--- src/rtl/gpo_ctrl_if.sv ---
// Peripheral-bus slave port for gpo_ctrl: single-cycle request in, one-cycle ack and registered read data out.
interface gpo_ctrl_if;
    logic [3:0]  addr_in;
    logic [31:0] gpo_din;
    logic        gpo_req;
    logic        gpo_we;
    logic [31:0] gpo_rdata;
    logic        gpo_ack;

    modport master (
        output addr_in, gpo_din, gpo_req, gpo_we,
        input  gpo_rdata, gpo_ack
    );

    modport slave (
        input  addr_in, gpo_din, gpo_req, gpo_we,
        output gpo_rdata, gpo_ack
    );
endinterface

--- src/rtl/gpo_ctrl.sv ---
// NBIT-line output controller: atomic set/clear/toggle, per-bit one-shot pulses, registered read-back.
// Every request is acked exactly one cycle after it is sampled; no backpressure, back-to-back requests accepted.
module gpo_ctrl #(
    parameter int NBIT     = 4,
    parameter int PW       = 8,
    parameter int PLEN_RST = 1
) (
    input  logic            clk,
    input  logic            resetn,
    gpo_ctrl_if.slave       bus,
    output logic [NBIT-1:0] gpo_dout
);

    localparam logic [3:0] A_OUT    = 4'h0;
    localparam logic [3:0] A_SET    = 4'h1;
    localparam logic [3:0] A_CLR    = 4'h2;
    localparam logic [3:0] A_TGL    = 4'h3;
    localparam logic [3:0] A_PULSE  = 4'h4;
    localparam logic [3:0] A_PLEN   = 4'h5;
    localparam logic [3:0] A_STATUS = 4'h6;

    localparam logic [PW-1:0] CNT_ONE = PW'(1);

    logic [NBIT-1:0]         dout_q, dout_d;
    logic [NBIT-1:0][PW-1:0] cnt_q, cnt_d;
    logic [PW-1:0]           plen_q, plen_d;
    logic [31:0]             rdata_q, rdata_d;
    logic                    ack_q, ack_d;

    logic                    wr, rd;
    logic [NBIT-1:0]         din_n;
    logic [NBIT-1:0]         busy;
    logic [PW-1:0]           plen_load;
    logic                    unused_din;

    assign wr         = bus.gpo_req &  bus.gpo_we;
    assign rd         = bus.gpo_req & ~bus.gpo_we;
    assign din_n      = bus.gpo_din[NBIT-1:0];
    assign unused_din = ^bus.gpo_din;
    // A zero PLEN still produces a one-cycle pulse.
    assign plen_load  = (plen_q == '0) ? CNT_ONE : plen_q;

    always_comb begin
        for (int i = 0; i < NBIT; i++) begin
            busy[i] = (cnt_q[i] != '0);
        end
    end

    // Pulse engines count down first; any bus write touching a bit then overrides it.
    always_comb begin
        dout_d = dout_q;
        cnt_d  = cnt_q;
        for (int i = 0; i < NBIT; i++) begin
            if (busy[i]) begin
                cnt_d[i] = cnt_q[i] - CNT_ONE;
                if (cnt_q[i] == CNT_ONE) begin
                    dout_d[i] = 1'b0;
                end
            end
        end
        if (wr) begin
            case (bus.addr_in)
                A_OUT: begin
                    dout_d = din_n;
                    cnt_d  = '0;
                end
                A_SET, A_CLR, A_TGL, A_PULSE: begin
                    for (int i = 0; i < NBIT; i++) begin
                        if (din_n[i]) begin
                            cnt_d[i] = '0;
                            case (bus.addr_in)
                                A_SET:   dout_d[i] = 1'b1;
                                A_CLR:   dout_d[i] = 1'b0;
                                A_TGL:   dout_d[i] = ~dout_q[i];
                                default: begin
                                    dout_d[i] = 1'b1;
                                    cnt_d[i]  = plen_load;
                                end
                            endcase
                        end
                    end
                end
                default: ;
            endcase
        end
    end

    always_comb begin
        plen_d = plen_q;
        if (wr && (bus.addr_in == A_PLEN)) begin
            plen_d = bus.gpo_din[PW-1:0];
        end
    end

    // Read data reflects pre-edge state and is held between reads.
    always_comb begin
        rdata_d = rdata_q;
        ack_d   = bus.gpo_req;
        if (rd) begin
            rdata_d = '0;
            case (bus.addr_in)
                A_OUT, A_SET, A_CLR, A_TGL: rdata_d[NBIT-1:0] = dout_q;
                A_PULSE:                    rdata_d[NBIT-1:0] = busy;
                A_PLEN:                     rdata_d[PW-1:0]   = plen_q;
                A_STATUS:                   rdata_d[0]        = |busy;
                default:                    rdata_d           = '0;
            endcase
        end
    end

    always_ff @(posedge clk or negedge resetn) begin
        if (!resetn) begin
            dout_q  <= '0;
            cnt_q   <= '0;
            plen_q  <= PW'(PLEN_RST);
            rdata_q <= '0;
            ack_q   <= 1'b0;
        end else begin
            dout_q  <= dout_d;
            cnt_q   <= cnt_d;
            plen_q  <= plen_d;
            rdata_q <= rdata_d;
            ack_q   <= ack_d;
        end
    end

    assign gpo_dout      = dout_q;
    assign bus.gpo_rdata = rdata_q;
    assign bus.gpo_ack   = ack_q;

endmodule

--- src/flat_wrapper.sv ---
// flat-port wrapper written by rule: the top's interface ports become plain ports
module gpo_ctrl_flat 
#(
    parameter int NBIT     = 4,
    parameter int PW       = 8,
    parameter int PLEN_RST = 1
)
  (clk, resetn, gpo_dout, bus_addr_in, bus_gpo_din, bus_gpo_req, bus_gpo_we, bus_gpo_rdata, bus_gpo_ack);
  gpo_ctrl_if bus_i ();
  input  logic clk;
  input  logic resetn;
  output logic [NBIT-1:0] gpo_dout;
  input wire logic [$bits(bus_i.addr_in)-1:0] bus_addr_in;
  input wire logic [$bits(bus_i.gpo_din)-1:0] bus_gpo_din;
  input wire logic [$bits(bus_i.gpo_req)-1:0] bus_gpo_req;
  input wire logic [$bits(bus_i.gpo_we)-1:0] bus_gpo_we;
  output wire logic [$bits(bus_i.gpo_rdata)-1:0] bus_gpo_rdata;
  output wire logic [$bits(bus_i.gpo_ack)-1:0] bus_gpo_ack;
  assign bus_i.addr_in = bus_addr_in;
  assign bus_i.gpo_din = bus_gpo_din;
  assign bus_i.gpo_req = bus_gpo_req;
  assign bus_i.gpo_we = bus_gpo_we;
  assign bus_gpo_rdata = bus_i.gpo_rdata;
  assign bus_gpo_ack = bus_i.gpo_ack;
  gpo_ctrl #(.NBIT(NBIT), .PW(PW), .PLEN_RST(PLEN_RST)) u_core (.clk(clk), .resetn(resetn), .bus(bus_i), .gpo_dout(gpo_dout));
endmodule
--- config.mk ---
export PLATFORM = sky130hd
export DESIGN_NAME = gpo_ctrl_flat
export DESIGN_NICKNAME = d
export VERILOG_FILES = /design/src/rtl/gpo_ctrl_if.sv /design/src/rtl/gpo_ctrl.sv /design/src/flat_wrapper.sv
export SDC_FILE = /design/constraint.sdc
export NUM_CORES = 1
export LEC_CHECK = 0
export BUFFER_PORTS_ARGS = -buffer_cell sky130_fd_sc_hd__buf_2
export CAP_MARGIN = 20
export CORE_MARGIN = 4
export CORE_UTILIZATION = 54
export DETAILED_ROUTE_END_ITERATION = 8
export HOLD_SLACK_MARGIN = 0.12
export PLACE_DENSITY = 0.83
export SLEW_MARGIN = 10
export SYNTH_ARGS = -nofsm -noshare
export SYNTH_HDL_FRONTEND = slang
export SYNTH_SLANG_ARGS = --single-unit
--- constraint.sdc ---
create_clock -name clk -period 2.3 [get_ports clk]
set_input_delay 0.115 -clock clk [delete_from_list [all_inputs] [get_ports clk]]
set_output_delay 0.115 -clock clk [all_outputs]
set_load 0.005 [all_outputs]
==> impl_metrics.py, run 1 <==
metrics = {
    "detailed_routing": {
        "route.top_layer_used": "met4",
        "drt_pass1_iterations": 8,
        "dr_wl_met3_microns": 669,
        "drc": 0,
        "avgViaCountPerCell": 6.01,
        "route.antenna.remaining_nets": 0,
        "wire_per_inst_microns": 17.5,
        "num_vias": 2679,
        "drt_iter0_markers": 276,
        "route.met2.wl_microns": 3820,
        "totalWireLength_microns": 7820,
        "m1WireLength_microns": 3200,
    },
    "grt": {
        "grt_first_pass_wirelength_microns": 12900,
        "global_route.overflow_total": 0,
        "antenna_found_initial": 0,
        "pin_count_of_the_biggest_net_entering_global_routing": 54,
        "first_global_vias": 2647,
        "grt_util_all_layers": 0.223,
    },
    "cts": {
        "postCtsHoldBufs": 8,
        "clkSinkCount": 53,
        "cts-root-buf": "sky130_fd_sc_hd__clkbuf_8",
        "ctsResizeCount": 0,
        "cts_setup_buffers": 0,
        "worst_skew_pair_later_pin_latency_ps": 310,
        "clock_tree_from_tritoncts": "yes",
        "cts_max_path_buffers": 2,
        "cts_max_level": 2,
        "cts_made_buffers": 5,
        "cts.reportedPaths.clkPinSlew_ps": 100,
    },
    "timing": {
        "setup_repair_after_global_routing_missed_its_margin": "false",
        "setup-violations-final": 0,
        "layout_worst_path_cycle_share": 0.977,
        "worst_clock_skew_ps": 11.4,
        "setup-tns-final_ps": 0,
        "final_hold_viol_count": 0,
        "max_clock_freq_ghz": 0.445,
        "postLayoutSetupSlackWorst_ps": 52.2,
        "maxSlewHeadroom": 0.459,
        "finalCriticalPeriod_ps": 2250,
        "final_max_slew_viol_count": 0,
        "worst-slew-pin-transition_ps": 810,
    },
    "logic_synthesis": {
        "synthArstFlopShare": 1.00,
        "synth.largest_area_cell": "sky130_fd_sc_hd__dfrtp_1",
        "yosys_most_used_dff": "sky130_fd_sc_hd__dfrtp_1",
        "yosys.area.top_type_share": 0.408,
        "synthesis.area_sq_um": 3190,
        "synth_area_leaders": "sky130_fd_sc_hd__dfrtp_1 41%, sky130_fd_sc_hd__buf_4 5.6%, sky130_fd_sc_hd__nand2_1 4.5%",
        "netlist-cell-type-count": 59,
        "synth-edff-count": 0,
        "syn-mean-instance-area_sq_um": 9.52,
        "synthesis.instances": 335,
        "ys_seq_elements": 53,
        "ys_seq_area_frac": 0.416,
        "synthesis.yosys.warnings": 0,
    },
    "placement": {
        "post_dp_cell_area_sq_um": 3330,
        "place_ws_ps": 111,
        "dp_hpwl_microns": 5740,
        "placed_cells": 430,
        "routabilityCongestion": 0.895,
        "place.port_buffers": 28,
    },
    "setup_path": {
        "timing.critical_path.max_delay_family": "simple AND/OR/NAND/NOR gates",
        "critPathSlowestCell": "sky130_fd_sc_hd__or4b_1",
        "worst_setup_path_start_kind": "flip-flop",
        "cp_data_arrival_time_ps": 2440,
        "worst-setup-path-type": "flip-flop to flip-flop",
        "crit_buf_inv": 0,
        "crit_chain": "or4_4, or4b_1, a222oi_1, o21ai_1",
        "end_kind": "flip-flop",
        "critical_path.max_fanout": 5,
        "crit_path_max_incr_delay_ps": 670,
        "cp_data_required_time_ps": 2490,
    },
    "final_layout": {
        "design_area_sq_um": 3550,
        "area.sequential_sq_um": 1330,
        "number_of_diodes_added_for_antenna_fixing": 0,
        "fillers": 463,
        "final_nets": 422,
        "flow.area_growth_from_synthesis_pct": 11.3,
        "instances_no_fill": 446,
        "drive_above_1_share": 0.160,
        "multi_input_comb_area_sq_um": 1670,
    },
    "outcome": {
        "run_status": "finished, final reports clean",
    },
    "floorplanning": {
        "std_cell_rows": 27,
        "dieHeight_microns": 84.9,
        "coreArea_sq_um": 5610,
        "die_width_microns": 84.9,
        "dieArea_sq_um": 7200,
        "top_level_ports": 77,
        "initial_utilization": 0.569,
    },
    "pwr": {
        "power.density_cell_area_nw_per_um2": 1120,
        "power.static_leakage_nw": 1.60,
        "max-vdd-ir-drop_mv": 0.630,
    },
    "job": {
        "timing.max_cap.violations": 0,
    },
    "worst_hold_path": {
        "holdCritPathClass": "input pin to flip-flop",
    },
}
-- routing by layer --
layer / vias to the layer above / track usage
met2: 142 / 0.369
met1: 1272 / 0.302
met3: 15 / 0.0350
met4: 0 / 0.0676
li1: 1250 / -
met5: - / 0
-- flip-flops by register name, indices dropped and copies added, names as in the netlist --
signal / count
u_core.plen_q: 8
u_core.bus.gpo_rdata: 8
u_core.bus.gpo_ack: 1
u_core.gpo_dout: 4
u_core.cnt_q: 32
-- tightest hold or removal path, delay by kind of cell --
kind	cells	cell delay, ps
AND/OR/NAND/NOR	1	70
AO/OA/AOI/OAI	1	60
buffers and inverters	1	160
-- area by class of cell --
class	instances	area share
Multi-Input combinational cell	256	0.471
Sequential cell	53	0.374
Timing Repair Buffer	43	0.0769
Tap cell	72	0.0254
Clock buffer	5	0.0194
Clock inverter	3	0.0183
Inverter	14	0.0148
-- synthesized netlist by cell type, types with 4 or more instances --
cell                        instances
sky130_fd_sc_hd__dfrtp_1           52
sky130_fd_sc_hd__nand2_1           38
sky130_fd_sc_hd__buf_4             24
sky130_fd_sc_hd__o21ai_0           19
sky130_fd_sc_hd__nor2_1            17
sky130_fd_sc_hd__o22ai_1           16
sky130_fd_sc_hd__xnor2_1           16
sky130_fd_sc_hd__inv_1             14
sky130_fd_sc_hd__mux2_2            10
sky130_fd_sc_hd__clkbuf_1           9
sky130_fd_sc_hd__ha_1               9
sky130_fd_sc_hd__nand3_1            8
sky130_fd_sc_hd__nor4_1             8
sky130_fd_sc_hd__nor3_1             7
sky130_fd_sc_hd__o2bb2ai_1          6
sky130_fd_sc_hd__a21oi_1            5
sky130_fd_sc_hd__mux2i_1            5
sky130_fd_sc_hd__nand4_1            4
sky130_fd_sc_hd__or4_1              4
sky130_fd_sc_hd__xor2_1             4
-- cell families (layout without fill, tap and decap cells) --
kind of cell | Yosys count | after routing | share of synthesized area
flops | 53 | 53 | 0.416
compound gates | 73 | 73 | 0.160
mux | 16 | 16 | 0.0557
fa+ha+maj | 9 | 9 | 0.0353
other cells | 1 | 24 | 0.00118
xor+xnor | 20 | 20 | 0.0549
simple gates | 114 | 114 | 0.190
buf+inv | 49 | 65 | 0.0867
-- power by group --
part	internal (mW)	switching [mW]	total [mW]
sequential	1.27	0.383	1.66
clock	0.432	0.307	0.739
combinational	0.769	0.794	1.56
total	2.47	1.48	3.96
-- placed cells by master, fill, tap and decap left out, types with 3 or more instances in the layout --
cell type / netlist / routed
sky130_fd_sc_hd__nand3_1: 8 / 8
sky130_fd_sc_hd__and3_1: 3 / 3
sky130_fd_sc_hd__clkbuf_8: 0 / 5
sky130_fd_sc_hd__o21a_1: 3 / 3
sky130_fd_sc_hd__dfrtp_1: 52 / 52
sky130_fd_sc_hd__a222oi_1: 3 / 3
sky130_fd_sc_hd__dlygate4sd3_1: 0 / 8
sky130_fd_sc_hd__buf_4: 24 / 7
sky130_fd_sc_hd__inv_1: 14 / 14
sky130_fd_sc_hd__nor3_1: 7 / 7
sky130_fd_sc_hd__or4_1: 4 / 4
sky130_fd_sc_hd__o22ai_1: 16 / 16
sky130_fd_sc_hd__nor4_1: 8 / 8
sky130_fd_sc_hd__or3_1: 3 / 3
sky130_fd_sc_hd__xnor2_1: 16 / 16
sky130_fd_sc_hd__nand2b_1: 3 / 3
sky130_fd_sc_hd__ha_1: 9 / 9
sky130_fd_sc_hd__nand2_1: 38 / 38
sky130_fd_sc_hd__buf_2: 2 / 28
sky130_fd_sc_hd__mux2i_1: 5 / 5
sky130_fd_sc_hd__o2bb2ai_1: 6 / 6
sky130_fd_sc_hd__a21oi_1: 5 / 5
sky130_fd_sc_hd__nor2_1: 17 / 17
sky130_fd_sc_hd__conb_1: 1 / 24
sky130_fd_sc_hd__mux2_2: 10 / 10
sky130_fd_sc_hd__o21ai_0: 19 / 19
sky130_fd_sc_hd__nand4_1: 4 / 4
sky130_fd_sc_hd__and2_1: 3 / 3
sky130_fd_sc_hd__xor2_1: 4 / 4
-- worst paths after layout --
path / from / endpoint / slack (ps) / cells after the start
max in group asynchronous: resetn / u_core.cnt_q[30]$_DFF_PN0_ / 1410 / 3
min reg2reg: u_core.bus.gpo_rdata[5]$_DFFE_PN0P_ / u_core.bus.gpo_rdata[5]$_DFFE_PN0P_ / 480 / 2
min in group asynchronous: resetn / u_core.bus.gpo_rdata[3]$_DFFE_PN0P_ / 460 / 3
max: u_core.cnt_q[21]$_DFF_PN0_ / u_core.bus.gpo_rdata[2]$_DFFE_PN0P_ / 50 / 4
max reg2reg: u_core.cnt_q[21]$_DFF_PN0_ / u_core.bus.gpo_rdata[2]$_DFFE_PN0P_ / 50 / 4
min: bus_gpo_din[2] / u_core.cnt_q[23]$_DFF_PN0_ / 130 / 3
-- metrics by stage --
stage	hold slack [ps]	power, mW	utilization
final	130	3.96	0.633
after global routing	135	4.23	0.633
after CTS	121	3.95	0.633
after detailed placement	274	3.20	0.595
after global placement	262	3.08	0.595
after floorplan	-181	2.75	-
Power figures use the tool's default switching activity.
==> inputs of run 2 (changes only) <==
--- a/config.mk
+++ b/config.mk
@@ -5,11 +5,12 @@
 export SDC_FILE = /design/constraint.sdc
 export NUM_CORES = 1
 export LEC_CHECK = 0
-export BUFFER_PORTS_ARGS = -buffer_cell sky130_fd_sc_hd__buf_2
+export ABC_AREA = 1
 export CAP_MARGIN = 20
 export CORE_MARGIN = 4
-export CORE_UTILIZATION = 54
+export CORE_UTILIZATION = 64
 export DETAILED_ROUTE_END_ITERATION = 8
+export DONT_BUFFER_PORTS = 1
 export HOLD_SLACK_MARGIN = 0.12
 export PLACE_DENSITY = 0.83
 export SLEW_MARGIN = 10
==> run 2 against run 1 <==
Net effect: clock power is 26% lower; sequential share of layout area fell by 2.3 points; clock skew decreased by 2.5 ps; highest routed layer unchanged.
==> impl_metrics.py, run 2 <==
metrics = {
    "outcome": {
        "run_status": "finished, final reports clean",
    },
    "timing": {
        "layout_worst_path_cycle_share": 0.749,
        "final_max_slew_viol_count": 0,
        "setup_repair_after_global_routing_missed_its_margin": "false",
        "finalCriticalPeriod_ps": 1720,
        "worst_clock_skew_ps": 8.99,
        "max_clock_freq_ghz": 0.581,
        "fin_worst_hold_slack_ps": 141,
        "setup-violations-final": 0,
        "setup-tns-final_ps": 0,
        "postLayoutSetupSlackWorst_ps": 578,
        "final_hold_viol_count": 0,
    },
    "logic_synthesis": {
        "synth.largest_area_cell": "sky130_fd_sc_hd__dfrtp_1",
        "synthesis.instances": 507,
        "ys_seq_area_frac": 0.372,
        "synthesis.area_sq_um": 3570,
        "synth_most_common_cell": "sky130_fd_sc_hd__nand2_1",
        "netlist-cell-type-count": 32,
        "yosys.area.top_type_share": 0.364,
        "yosys_most_used_dff": "sky130_fd_sc_hd__dfrtp_1",
        "ys_seq_elements": 53,
        "synth-edff-count": 0,
        "synthesis.yosys.warnings": 0,
        "syn-mean-instance-area_sq_um": 7.04,
        "synth_area_leaders": "sky130_fd_sc_hd__dfrtp_1 36%, sky130_fd_sc_hd__nand2_1 17%, sky130_fd_sc_hd__nand3_1 8.4%",
        "yosys-top-cells-count": "160 x sky130_fd_sc_hd__nand2_1, 60 x sky130_fd_sc_hd__nand3_1, 53 x sky130_fd_sc_hd__nor2_1, 52 x sky130_fd_sc_hd__dfrtp_1, 51 x sky130_fd_sc_hd__inv_1",
        "synthArstFlopShare": 1.00,
    },
    "detailed_routing": {
        "drt_iter0_markers": 187,
        "drt_pass1_iterations": 4,
        "avgViaCountPerCell": 5.40,
        "num_vias": 3197,
        "wire_per_inst_microns": 14.1,
        "totalWireLength_microns": 8340,
        "drc": 0,
        "route.antenna.remaining_nets": 0,
    },
    "pwr": {
        "pwr-share-clk": 0.142,
        "power.share.sequential": 0.411,
        "netSwitchingFraction": 0.440,
        "power.density_cell_area_nw_per_um2": 1020,
        "cellInternalPower_mw": 2.16,
        "p_sw_mw": 1.70,
        "power.static_leakage_nw": 2.02,
        "max-vdd-ir-drop_mv": 0.617,
        "power.combinational.fraction": 0.446,
    },
    "floorplanning": {
        "top_level_ports": 77,
        "dieHeight_microns": 82.7,
        "std_cell_rows": 26,
        "initial_utilization": 0.678,
        "coreArea_sq_um": 5270,
        "dieArea_sq_um": 6840,
        "die_width_microns": 82.7,
    },
    "cts": {
        "cts_max_path_buffers": 2,
        "cts_setup_buffers": 0,
        "cts_max_level": 2,
        "clock_tree_from_tritoncts": "yes",
        "worst_skew_pair_later_pin_latency_ps": 310,
        "cts-root-buf": "sky130_fd_sc_hd__clkbuf_8",
        "cts_made_buffers": 5,
        "clkSinkCount": 53,
        "cts.reportedPaths.clkPinSlew_ps": 100,
    },
    "final_layout": {
        "final_nets": 570,
        "drive_above_1_share": 0.0900,
        "fillers": 448,
        "largest-register": "u_core.cnt_q",
        "mostFrequentLayoutCells": "160 x sky130_fd_sc_hd__nand2_1, 60 x sky130_fd_sc_hd__nand3_1, 53 x sky130_fd_sc_hd__nor2_1, 52 x sky130_fd_sc_hd__dfrtp_1, 51 x sky130_fd_sc_hd__inv_1",
        "flow.area_growth_from_synthesis_pct": 5.78,
        "final_common_cell": "sky130_fd_sc_hd__nand2_1",
        "largest_register_ffs": 32,
        "design_area_sq_um": 3780,
        "number_of_diodes_added_for_antenna_fixing": 0,
    },
    "placement": {
        "dp_hpwl_microns": 6130,
        "place.port_buffers": 0,
        "post_dp_cell_area_sq_um": 3540,
        "place_ws_ps": 650,
        "routabilityCongestion": 0.951,
    },
    "grt": {
        "first_global_vias": 3039,
        "grt_util_all_layers": 0.271,
        "antenna_found_initial": 0,
        "pin_count_of_the_biggest_net_entering_global_routing": 54,
        "global_route.overflow_total": 0,
        "grt_first_pass_wirelength_microns": 14100,
    },
    "worst_hold_path": {
        "timing.hold.worst_endpoint": "u_core.gpo_dout[0]$_DFF_PN0_",
        "min-delay-start": "bus_addr_in[3]",
        "min_path_cells": 5,
        "holdCritPathClass": "input pin to flip-flop",
    },
    "setup_path": {
        "setup.reg_to_reg.worst_slack_ps": 580,
        "worst_path_most_repeated_cell": "sky130_fd_sc_hd__nand2_1",
        "crit_chain": "inv_1, ha_1, nand2_1, nor2_2, inv_1, nand2_1, nand3_1, nand2_1, nand2_1",
        "end_kind": "flip-flop",
        "rr_endpoint": "u_core.bus.gpo_rdata[1]$_DFFE_PN0P_",
        "reg2regPathDepth": 9,
        "cp_data_arrival_time_ps": 1920,
        "worst-setup-path-type": "flip-flop to flip-flop",
        "cp_data_required_time_ps": 2500,
        "worst_setup_path_start_kind": "flip-flop",
        "critical_path.max_fanout": 6,
        "critPathSlowestCell": "sky130_fd_sc_hd__dfrtp_1",
        "timing.rr.start": "u_core.cnt_q[8]$_DFF_PN0_",
        "crit_path_max_incr_delay_ps": 420,
    },
    "job": {
        "timing.max_cap.violations": 0,
    },
}
## run 2: cell types whose count changed after synthesis, moves of 8 or more
cell,delta
sky130_fd_sc_hd__nand2_1,+122
sky130_fd_sc_hd__nand3_1,+52
sky130_fd_sc_hd__inv_1,+37
sky130_fd_sc_hd__nor2_1,+36
sky130_fd_sc_hd__o22ai_1,-16
sky130_fd_sc_hd__xnor2_1,-14
sky130_fd_sc_hd__mux2_2,-10
sky130_fd_sc_hd__nand2_4,+8
sky130_fd_sc_hd__nor2_2,+8
sky130_fd_sc_hd__nor4_1,-8
## run 2: logic make-up after synthesis
family | count (synthesis) | share of synthesized area
AO/OA/AOI/OAI | 35 | 0.0540
other | 1 | 0.00105
buffers and inverters | 88 | 0.125
flip-flops | 53 | 0.372
adder cells (fa/ha/maj) | 9 | 0.0315
AND/OR/NAND/NOR | 315 | 0.402
XOR/XNOR | 6 | 0.0147
## run 2: metrics by stage
step                      power (mW)  utilization  std cells
after floorplan                 2.91            -        530
after global placement          3.14        0.672        571
after detailed placement        3.24        0.672        571
after CTS                       3.83        0.717        592
after global routing            4.21        0.717        592
final                           3.85        0.717        592
## run 2: power by group through the flow
stage | combinational, mW | clock (mW) | sequential [mW]
after detailed placement | 1.64 | 0 | 1.60
final | 1.72 | 0.548 | 1.59
after floorplan | 1.40 | 0 | 1.51
after CTS | 1.70 | 0.550 | 1.58
after global routing | 2.00 | 0.579 | 1.63
after global placement | 1.56 | 0 | 1.58
## run 2: cell type report
class | count | area [sq um] | area share
clock buffers | 8 | 90.1 | 0.0238
inverters | 58 | 235 | 0.0623
multi-input cells | 389 | 1880 | 0.498
flip-flops and latches | 53 | 1330 | 0.351
well taps | 70 | 87.6 | 0.0232
repair buffers | 14 | 155 | 0.0411
## run 2: per-layer routing
metal / wire [microns] / GRT usage
met5: 0 / 0
met4: 165 / 0.0882
met3: 604 / 0.0488
met2: 3970 / 0.454
met1: 3600 / 0.355
## run 2: worst max-delay path, delay by kind of cell (launching register included)
kind	cells	cell delay [ps]
and+or+nand+nor	6	670
adders and majority gates	1	240
DFF	1	420
buffers and inverters	2	310
## run 2: worst max-delay path by stage
stage / start / endpoint
after detailed placement: u_core.cnt_q[8]$_DFF_PN0_ / u_core.bus.gpo_rdata[1]$_DFFE_PN0P_
after CTS: u_core.cnt_q[8]$_DFF_PN0_ / u_core.bus.gpo_rdata[1]$_DFFE_PN0P_
after global routing: u_core.cnt_q[8]$_DFF_PN0_ / u_core.bus.gpo_rdata[1]$_DFFE_PN0P_
final: u_core.cnt_q[8]$_DFF_PN0_ / u_core.bus.gpo_rdata[1]$_DFFE_PN0P_
after global placement: u_core.cnt_q[8]$_DFF_PN0_ / u_core.bus.gpo_rdata[1]$_DFFE_PN0P_
after floorplan: u_core.cnt_q[8]$_DFF_PN0_ / u_core.bus.gpo_rdata[1]$_DFFE_PN0P_
## run 2: what timing repair did
| item | CTS | global route |
|---|---|---|
| gates resized for setup | 0 | 0 |
| endpoints found under the hold margin | 92 | 0 |
| hold buffers | 13 | 0 |
==> inputs of run 3 (changes only) <==
--- a/config.mk
+++ b/config.mk
@@ -5,14 +5,14 @@
 export SDC_FILE = /design/constraint.sdc
 export NUM_CORES = 1
 export LEC_CHECK = 0
-export ABC_AREA = 1
+export ABC_AREA = 0
 export CAP_MARGIN = 20
 export CORE_MARGIN = 4
-export CORE_UTILIZATION = 64
+export CORE_UTILIZATION = 57
 export DETAILED_ROUTE_END_ITERATION = 8
 export DONT_BUFFER_PORTS = 1
 export HOLD_SLACK_MARGIN = 0.12
-export PLACE_DENSITY = 0.83
+export PLACE_DENSITY = 0.78
 export SLEW_MARGIN = 10
 export SYNTH_ARGS = -nofsm -noshare
 export SYNTH_HDL_FRONTEND = slang
==> constraint.sdc (replaced) <==
create_clock -name clk -period 1.4 [get_ports clk]
set_input_delay 0.07 -clock clk [delete_from_list [all_inputs] [get_ports clk]]
set_output_delay 0.07 -clock clk [all_outputs]
set_load 0.005 [all_outputs]
==> run 3 against run 2 <==
Net effect: the run now ends with setup timing left; power is 130% higher; maximum frequency is 18% lower; sequential share of layout area is 6.0 points lower; die area is 0.25% higher; non-clock buffer count is 79 higher; highest routed layer unchanged.
==> impl_metrics.py, run 3 (synthesis gave the netlist of run 1 again) <==
metrics = {
    "floorplanning": {
        "dieHeight_microns": 82.8,
        "initial_utilization": 0.605,
        "die_width_microns": 82.8,
        "coreArea_sq_um": 5270,
        "std_cell_rows": 26,
        "dieArea_sq_um": 6860,
        "top_level_ports": 77,
    },
    "timing": {
        "maxSlewHeadroom": 0.482,
        "worst-slew-pin-transition_ps": 771,
        "setup-tns-final_ps": -10220,
        "worst_clock_skew_ps": 6.68,
        "finalCriticalPeriod_ps": 2100,
        "setup-violations-final": 39,
        "fin_worst_hold_slack_ps": 103,
        "layout_worst_path_cycle_share": 1.50,
        "postLayoutSetupSlackWorst_ps": -701,
        "final_hold_viol_count": 0,
        "max_clock_freq_ghz": 0.476,
        "final_max_slew_viol_count": 0,
        "setup_repair_after_global_routing_missed_its_margin": "true",
    },
    "cts": {
        "clkSinkCount": 53,
        "cts-root-buf": "sky130_fd_sc_hd__clkbuf_8",
        "cts_max_level": 2,
        "postCtsHoldBufs": 16,
        "cts_max_path_buffers": 2,
        "clock_tree_from_tritoncts": "yes",
        "cts.reportedPaths.clkPinSlew_ps": 100,
        "worst_skew_pair_later_pin_latency_ps": 310,
        "cts_made_buffers": 5,
    },
    "detailed_routing": {
        "avgViaCountPerCell": 6.59,
        "route.antenna.remaining_nets": 0,
        "drc": 0,
        "drt_iter0_markers": 311,
        "totalWireLength_microns": 11300,
        "drt_pass1_iterations": 5,
        "wire_per_inst_microns": 22.9,
        "num_vias": 3253,
    },
    "final_layout": {
        "multi_input_comb_area_sq_um": 2190,
        "drive_above_1_share": 0.396,
        "final_common_cell": "sky130_fd_sc_hd__buf_4",
        "number_of_diodes_added_for_antenna_fixing": 0,
        "largest_register_ffs": 32,
        "area.sequential_sq_um": 1330,
        "flow.area_growth_from_synthesis_pct": 42.7,
        "final_nets": 472,
        "fillers": 238,
        "mostFrequentLayoutCells": "65 x sky130_fd_sc_hd__buf_4, 52 x sky130_fd_sc_hd__dfrtp_1, 34 x sky130_fd_sc_hd__nand2_1, 24 x sky130_fd_sc_hd__conb_1, 15 x sky130_fd_sc_hd__nor2_1",
        "largest-register": "u_core.cnt_q",
    },
    "pwr": {
        "pwr-share-clk": 0.098,
        "power.combinational.fraction": 0.615,
        "power.share.sequential": 0.287,
        "power.static_leakage_nw": 2.02,
        "netSwitchingFraction": 0.408,
        "cellInternalPower_mw": 5.32,
        "max-vdd-ir-drop_mv": 1.20,
        "p_sw_mw": 3.67,
        "power.density_cell_area_nw_per_um2": 1980,
        "finalPower_mw": 8.99,
    },
    "outcome": {
        "failed_checks": "setup timing",
        "run_status": "finished with violations",
    },
    "worst_hold_path": {
        "min_path_cells": 4,
        "holdCritPathClass": "input pin to flip-flop",
    },
    "grt": {
        "grt_first_pass_wirelength_microns": 16300,
        "global_route.overflow_total": 0,
        "pin_count_of_the_biggest_net_entering_global_routing": 54,
        "antenna_found_initial": 0,
        "grt_util_all_layers": 0.296,
        "first_global_vias": 3132,
    },
    "setup_path": {
        "worst-setup-path-type": "flip-flop to flip-flop",
        "critical_path.max_fanout": 5,
        "cp_data_arrival_time_ps": 2300,
        "reg2regPathDepth": 5,
        "cp_data_required_time_ps": 1600,
        "end_kind": "flip-flop",
        "worst_setup_path_start_kind": "flip-flop",
    },
    "placement": {
        "routabilityCongestion": 0.962,
        "dp_hpwl_microns": 6250,
        "place.port_buffers": 0,
        "place_ws_ps": -696,
    },
    "job": {
        "timing.max_cap.violations": 0,
    },
}
[run 3: layout make-up]
type / count / area share
clock inverters: 1 / 0.00165
inverters: 14 / 0.0115
well taps: 70 / 0.0192
flip-flops and latches: 53 / 0.292
clock buffers: 7 / 0.0168
multi-input cells: 256 / 0.482
repair buffers: 93 / 0.177
[run 3: power by group through the flow]
stage / clock [mW] / combinational (mW) / sequential, mW
after floorplan: 0 / 2.16 / 2.65
after detailed placement: 0 / 3.80 / 2.50
after global placement: 0 / 3.66 / 2.48
after global routing: 0.938 / 5.83 / 2.63
after CTS: 0.865 / 4.55 / 2.51
final: 0.877 / 5.53 / 2.58
[run 3: final timing paths]
check,from,end,slack (ps)
min reg2reg,u_core.bus.gpo_rdata[7]$_DFFE_PN0P_,u_core.bus.gpo_rdata[7]$_DFFE_PN0P_,550
max in group asynchronous,resetn,u_core.plen_q[0]$_DFFE_PN1P_,850
min in group asynchronous,resetn,u_core.gpo_dout[3]$_DFF_PN0_,260
max reg2reg,u_core.cnt_q[22]$_DFF_PN0_,u_core.cnt_q[16]$_DFF_PN0_,-700
min,bus_addr_in[3],u_core.bus.gpo_rdata[4]$_DFFE_PN0P_,100
max,u_core.cnt_q[22]$_DFF_PN0_,u_core.cnt_q[16]$_DFF_PN0_,-700
[run 3: through the flow]
step	utilization	instances	area, sq um
after floorplan	-	358	3400
after global placement	0.709	458	3740
after detailed placement	0.709	458	3740
after CTS	0.811	489	4270
after global routing	0.864	494	4550
final	0.864	494	4550
[run 3: per-layer routing]
metal / wire length, microns / GRT usage / vias to the layer above
met4: 580 / 0.123 / 0
li1: - / - / 1353
met2: 5530 / 0.491 / 264
met1: 4000 / 0.363 / 1564
met3: 1230 / 0.0802 / 72
met5: 0 / 0 / -
[run 3: worst max-delay path, cell delays in order, from the launching register on]
cell                      delay, ps
sky130_fd_sc_hd__dfrtp_1        390
sky130_fd_sc_hd__or4_4          540
sky130_fd_sc_hd__or4b_4         550
sky130_fd_sc_hd__buf_4          170
sky130_fd_sc_hd__xnor2_2        120
sky130_fd_sc_hd__o22ai_1        230
[run 3: what timing repair did]
item / in CTS / in global routing
pin swaps: 25 / 29
hold endpoints to repair: 103 / 1
resized for setup: 48 / 45
setup endpoints to repair: 38 / 52
setup buffers: 8 / 8
